<file path="src/rtl/datapath.sv">
// Arithmetic datapath: 8x16 register file, A/B operand registers, B shifter,
// source muxes, 4-function ALU, result register C and zero status flag.
module datapath (
    input  logic [15:0] datapath_in,
    input  logic        loada,
    input  logic        loadb,
    input  logic        loadc,
    input  logic        loads,
    input  logic        asel,
    input  logic        bsel,
    input  logic        vsel,
    input  logic [1:0]  ALUop,
    input  logic [1:0]  shift,
    output logic [15:0] datapath_out,
    output logic        Z_out,
    input  logic        write,
    input  logic [2:0]  writenum,
    input  logic [2:0]  readnum,
    input  logic        clk,
    input  logic        rst_n
);

    logic [15:0] regs [8];
    logic [15:0] data_in;
    logic [15:0] data_out;
    logic [15:0] inA;
    logic [15:0] inB;
    logic [15:0] sout;
    logic [15:0] ain;
    logic [15:0] bin;
    logic [15:0] alu_out;
    logic        zero;

    assign data_in  = vsel ? datapath_in : datapath_out;
    assign data_out = regs[readnum];

    always_ff @(posedge clk or negedge rst_n) begin
        if (!rst_n) begin
            for (int i = 0; i < 8; i++) begin
                regs[i] <= '0;
            end
        end else if (write) begin
            regs[writenum] <= data_in;
        end
    end

    // A/B sample the pre-edge read data, so a same-edge write is seen one edge later.
    always_ff @(posedge clk or negedge rst_n) begin
        if (!rst_n) begin
            inA <= '0;
            inB <= '0;
        end else begin
            if (loada) inA <= data_out;
            if (loadb) inB <= data_out;
        end
    end

    always_comb begin
        sout = inB;
        case (shift)
            2'b00: sout = inB;
            2'b01: sout = {inB[14:0], 1'b0};
            2'b10: sout = {1'b0, inB[15:1]};
            2'b11: sout = {inB[15], inB[15:1]};
            default: sout = inB;
        endcase
    end

    assign ain = asel ? 16'd0 : inA;
    assign bin = bsel ? {11'b0, datapath_in[4:0]} : sout;

    always_comb begin
        alu_out = '0;
        case (ALUop)
            2'b00: alu_out = ain + bin;
            2'b01: alu_out = ain - bin;
            2'b10: alu_out = ain & bin;
            2'b11: alu_out = ~bin;
            default: alu_out = '0;
        endcase
    end

    assign zero = (alu_out == 16'd0);

    always_ff @(posedge clk or negedge rst_n) begin
        if (!rst_n) begin
            datapath_out <= '0;
            Z_out        <= 1'b0;
        end else begin
            if (loadc) datapath_out <= alu_out;
            if (loads) Z_out        <= zero;
        end
    end

endmodule

</file>
<file path="config.mk">
export PLATFORM = sky130hd
export DESIGN_NAME = datapath
export DESIGN_NICKNAME = d
export VERILOG_FILES = /design/src/rtl/datapath.sv
export SDC_FILE = /design/constraint.sdc
export NUM_CORES = 1
export LEC_CHECK = 0
export ABC_AREA = 1
export CAP_MARGIN = 20
export CORE_MARGIN = 3
export CORE_UTILIZATION = 35
export DETAILED_ROUTE_END_ITERATION = 12
export PLACE_DENSITY_LB_ADDON = 0.15
export SYNTH_ARGS = -nofsm -noshare
export SYNTH_HDL_FRONTEND = slang
export SYNTH_SLANG_ARGS = --single-unit
</file>
<file path="constraint.sdc">
create_clock -name clk -period 4.4 [get_ports clk]
set_clock_uncertainty 0.05 [all_clocks]
set_input_delay 1.32 -clock clk [delete_from_list [all_inputs] [get_ports clk]]
set_output_delay 1.32 -clock clk [all_outputs]
set_load 0.01 [all_outputs]
</file>
==> reports/summary.json <==
{
  "core_region_area": {"value": 28100, "unit": "um2"},
  "ys_seq_area_frac": {"value": 0.440},
  "max_slew_margin": {"value": 0.425},
  "critical_path_origin": {"value": "datapath_in[2]"},
  "die_height": {"value": 176, "unit": "um"},
  "status": {"value": "finished, final reports clean"},
  "initial_core_util": {"value": 0.359},
  "wl_per_cell": {"value": 16.4, "unit": "um"},
  "timing.critical_path.cells": {"value": "clkdlybuf4s50_1 -> or2_4 -> nand2_4 -> nand2_4 -> nor2_4 -> nand3_4 -> nor3_4 -> nand3_1 -> nand2_1 -> xor2_1 -> inv_1 -> ha_4 -> buf_4 -> nand2_1 -> nor2_1 -> nand3_1 -> a21oi_1 -> inv_1 -> a31oi_2 -> nand4_1 -> nand2_1"},
  "cts_tree": {"value": "built"},
  "clock_power_share": {"value": 0.301},
  "rsz0062_at_grt": {"value": "no"},
  "gp_routability_congestion": {"value": 0.883},
  "synth_top_cells_by_area": {"value": "sky130_fd_sc_hd__dfrtp_1 44%, sky130_fd_sc_hd__o21ai_0 10%, sky130_fd_sc_hd__nand2_1 9.8%, sky130_fd_sc_hd__mux2_2 9.2%, sky130_fd_sc_hd__inv_1 5.6%"},
  "antenna_left": {"value": 0},
  "dp.final_hpwl": {"value": 21.1, "unit": "mm"},
  "launch_point_of_the_worst_reg_to_reg_path": {"value": "inB[1]"},
  "synth_seq_cells": {"value": 177},
  "arrival": {"value": 4460, "unit": "ps"},
  "total_leakage_power": {"value": 0.00598, "unit": "uW"},
  "report.final.setup_viol": {"value": 0},
  "power.switching": {"value": 1640, "unit": "uW"},
  "cellInternalPower": {"value": 3690, "unit": "uW"},
  "wirelength": {"value": 29.2, "unit": "mm"},
  "power.share.sequential": {"value": 0.409},
  "clock_tree.buffer_depth": {"value": 2},
  "fin_total_pwr": {"value": 5340, "unit": "uW"},
  "h-tree-depth": {"value": 4},
  "track_usage": {"value": 0.192},
  "critical_path.startpoint_type": {"value": "primary input"},
  "synth-warning-count": {"value": 0},
  "syn_to_final_growth": {"value": 25.4, "unit": "%"},
  "drt_drc_violations_left": {"value": 0},
  "die_area": {"value": 30900, "unit": "um2"},
  "detailedRoute.firstPassIterationCount": {"value": 5},
  "antenna_found_initial": {"value": 0},
  "finalCritPeriodShare": {"value": 0.943},
  "n_antenna_cell": {"value": 0},
  "worstSetupPathType": {"value": "primary input to register"},
  "cts_made_buffers": {"value": 17},
  "worst_hold_path_type": {"value": "register to register"},
  "number_of_global_route_vias_before_repair": {"value": 8619},
  "grt_remaining_overflow": {"value": 0},
  "finalHoldViolCount": {"value": 0},
  "mostFrequentLayoutCell": {"value": "sky130_fd_sc_hd__nand2_1"},
  "syn-cell-area": {"value": 10100, "unit": "um2"},
  "stdcell_count": {"value": 1785},
  "synth_area_leader_cell": {"value": "sky130_fd_sc_hd__dfrtp_1"},
  "power.switching_fraction": {"value": 0.308},
  "clkTransAtPathRegs": {"value": 70, "unit": "ps"},
  "maxCapViolCount": {"value": 0},
  "cts_root_buffer": {"value": "sky130_fd_sc_hd__clkbuf_16"},
  "timing.critical_path.required": {"value": 4720, "unit": "ps"},
  "syn_area_per_cell": {"value": 8.00, "unit": "um2"},
  "final_net_count": {"value": 1450},
  "timing.critical_path.fanout_max": {"value": 3},
  "grt_max_degree": {"value": 65},
  "detail_route.vias_per_cell": {"value": 4.93},
  "final_cell_mix": {"value": "252 x sky130_fd_sc_hd__nand2_1, 204 x sky130_fd_sc_hd__o21ai_0, 177 x sky130_fd_sc_hd__dfrtp_1"},
  "numPlacedInstances": {"value": 1749},
  "hold_path_startpoint": {"value": "inA[7]"},
  "grt_first_pass_wirelength": {"value": 46.9, "unit": "mm"},
  "cts_num_sinks": {"value": 177},
  "most_prevalent_standard_cell_on_the_critical_path": {"value": "sky130_fd_sc_hd__nand2_1"},
  "post_placement_worst_setup_slack": {"value": -551, "unit": "ps"},
  "fin_ws": {"value": 251, "unit": "ps"},
  "synthesized_nets": {"value": 1313},
  "worst-slew-pin-transition": {"value": 861, "unit": "ps"},
  "fmax": {"value": 0.241, "unit": "GHz"},
  "worst_skew_pair_latency": {"value": 430, "unit": "ps"},
  "top_level_ports": {"value": 53},
  "via_count": {"value": 8793},
  "synth_largest_type_area_fraction": {"value": 0.440},
  "max-vdd-ir-drop": {"value": 0.000269, "unit": "V"},
  "power_density": {"value": 422, "unit": "nW/um2"},
  "cp_slowest_stage_delay": {"value": 470, "unit": "ps"},
  "post-route-min-period": {"value": 4150, "unit": "ps"},
  "die_w": {"value": 176, "unit": "um"},
  "crit_path_end_kind": {"value": "register"},
  "combinationalPowerShare": {"value": 0.290},
  "timing_max_transition_violations_final": {"value": 0},
  "row_count": {"value": 61},
  "syn_inst": {"value": 1259},
  "port_buffers": {"value": 52},
  "cpMaxStageDelayCell": {"value": "sky130_fd_sc_hd__clkdlybuf4s50_1"},
  "synth.lib_cells_used.distinct": {"value": 42},
  "drt_iter0_markers": {"value": 527},
  "layout-drive-gt1-share": {"value": 0.225}
}
[cells by family after synthesis]
logic type,after synthesis,share of synthesized area
flip-flops,177,0.440
XOR/XNOR,13,0.0113
buffers and inverters,217,0.0858
multiplexers,82,0.0916
AO/OA/AOI/OAI,308,0.156
AND/OR/NAND/NOR,444,0.192
adder cells (fa/ha/maj),18,0.0231
[stage by stage]
stage | hold WS, ps | setup TNS, ps | area (um2) | util
4_1_cts | 442 | 0 | 12400 | 0.443
3_3_place_gp | 417 | -3610 | 11700 | 0.418
5_1_grt | 459 | 0 | 12600 | 0.450
6_report | 436 | 0 | 12600 | 0.450
2_1_floorplan | 403 | 0 | 10100 | -
3_5_place_dp | 426 | -3920 | 11700 | 0.418
[area by class of cell]
| cell class | count | area, um2 |
|---|---|---|
| multi-input cells | 865 | 5030 |
| inverters | 158 | 596 |
| fillers | 2897 | 15500 |
| clock buffers | 20 | 457 |
| clock inverters | 10 | 159 |
| flip-flops and latches | 177 | 4430 |
| repair buffers | 177 | 1500 |
| well taps | 378 | 473 |
[flip-flops by register name (all words and copies together), names as in the netlist]
register      count
inA              16
regs            128
inB              16
Z_out             1
datapath_out     16
[per-layer routing]
layer	global-route usage	vias to the layer above	routed length (um)
met5	0	-	0
met1	0.258	4224	13600
met2	0.326	143	14200
met3	0.0240	30	803
met4	0.0548	0	520
li1	-	4396	-
[repair_timing]
action,in CTS,in global routing
gates resized for setup,18,39
gates cloned,0,0
pin swaps,3,26
buffers inserted,0,6
setup endpoints to repair,3,11
hold buffers,0,0
[cells in the mapped netlist, drive strengths merged]
cell type / number
a21boi: 1
a21oi: 73
a22oi: 1
a31oi: 3
buf: 16
clkbuf: 43
clkinv: 1
dfrtp: 177
fa: 1
ha: 17
inv: 157
mux2: 82
nand2: 271
nand3: 65
nand3b: 4
nand4: 11
nor2: 79
nor3: 10
o211ai: 3
o21a: 1
o21ai: 223
o21bai: 2
o31ai: 1
or2: 4
xnor2: 1
xor2: 12
[power by group through the flow]
| stage | registers (uW) | clock network (uW) | logic (uW) |
|---|---|---|---|
| after global placement | 2200 | 0 | 1470 |
| final | 2190 | 1600 | 1550 |
| after global routing | 2220 | 1710 | 1740 |
| after floorplan | 2170 | 0 | 883 |
| after CTS | 2180 | 1640 | 1520 |
| after detailed placement | 2210 | 0 | 1490 |
[final timing paths]
path,to,slack (ps),cells after the start
hold / removal,inA[7],440,2
setup reg to reg,Z_out,1050,22
setup / recovery,Z_out,250,21
max in group asynchronous,regs[10],2630,2
min in group asynchronous,datapath_out[8],760,1
hold reg to reg,inA[7],440,2
[worst max-delay path, delay by kind of cell]
family / cells / cell delay, ps
buffers and inverters: 4 / 720
adders and majority gates: 1 / 280
and+or+nand+nor: 13 / 1610
AOI/OAI and AO/OA: 2 / 370
xor gates and xnor gates: 1 / 140
Power figures use the tool's default switching activity.
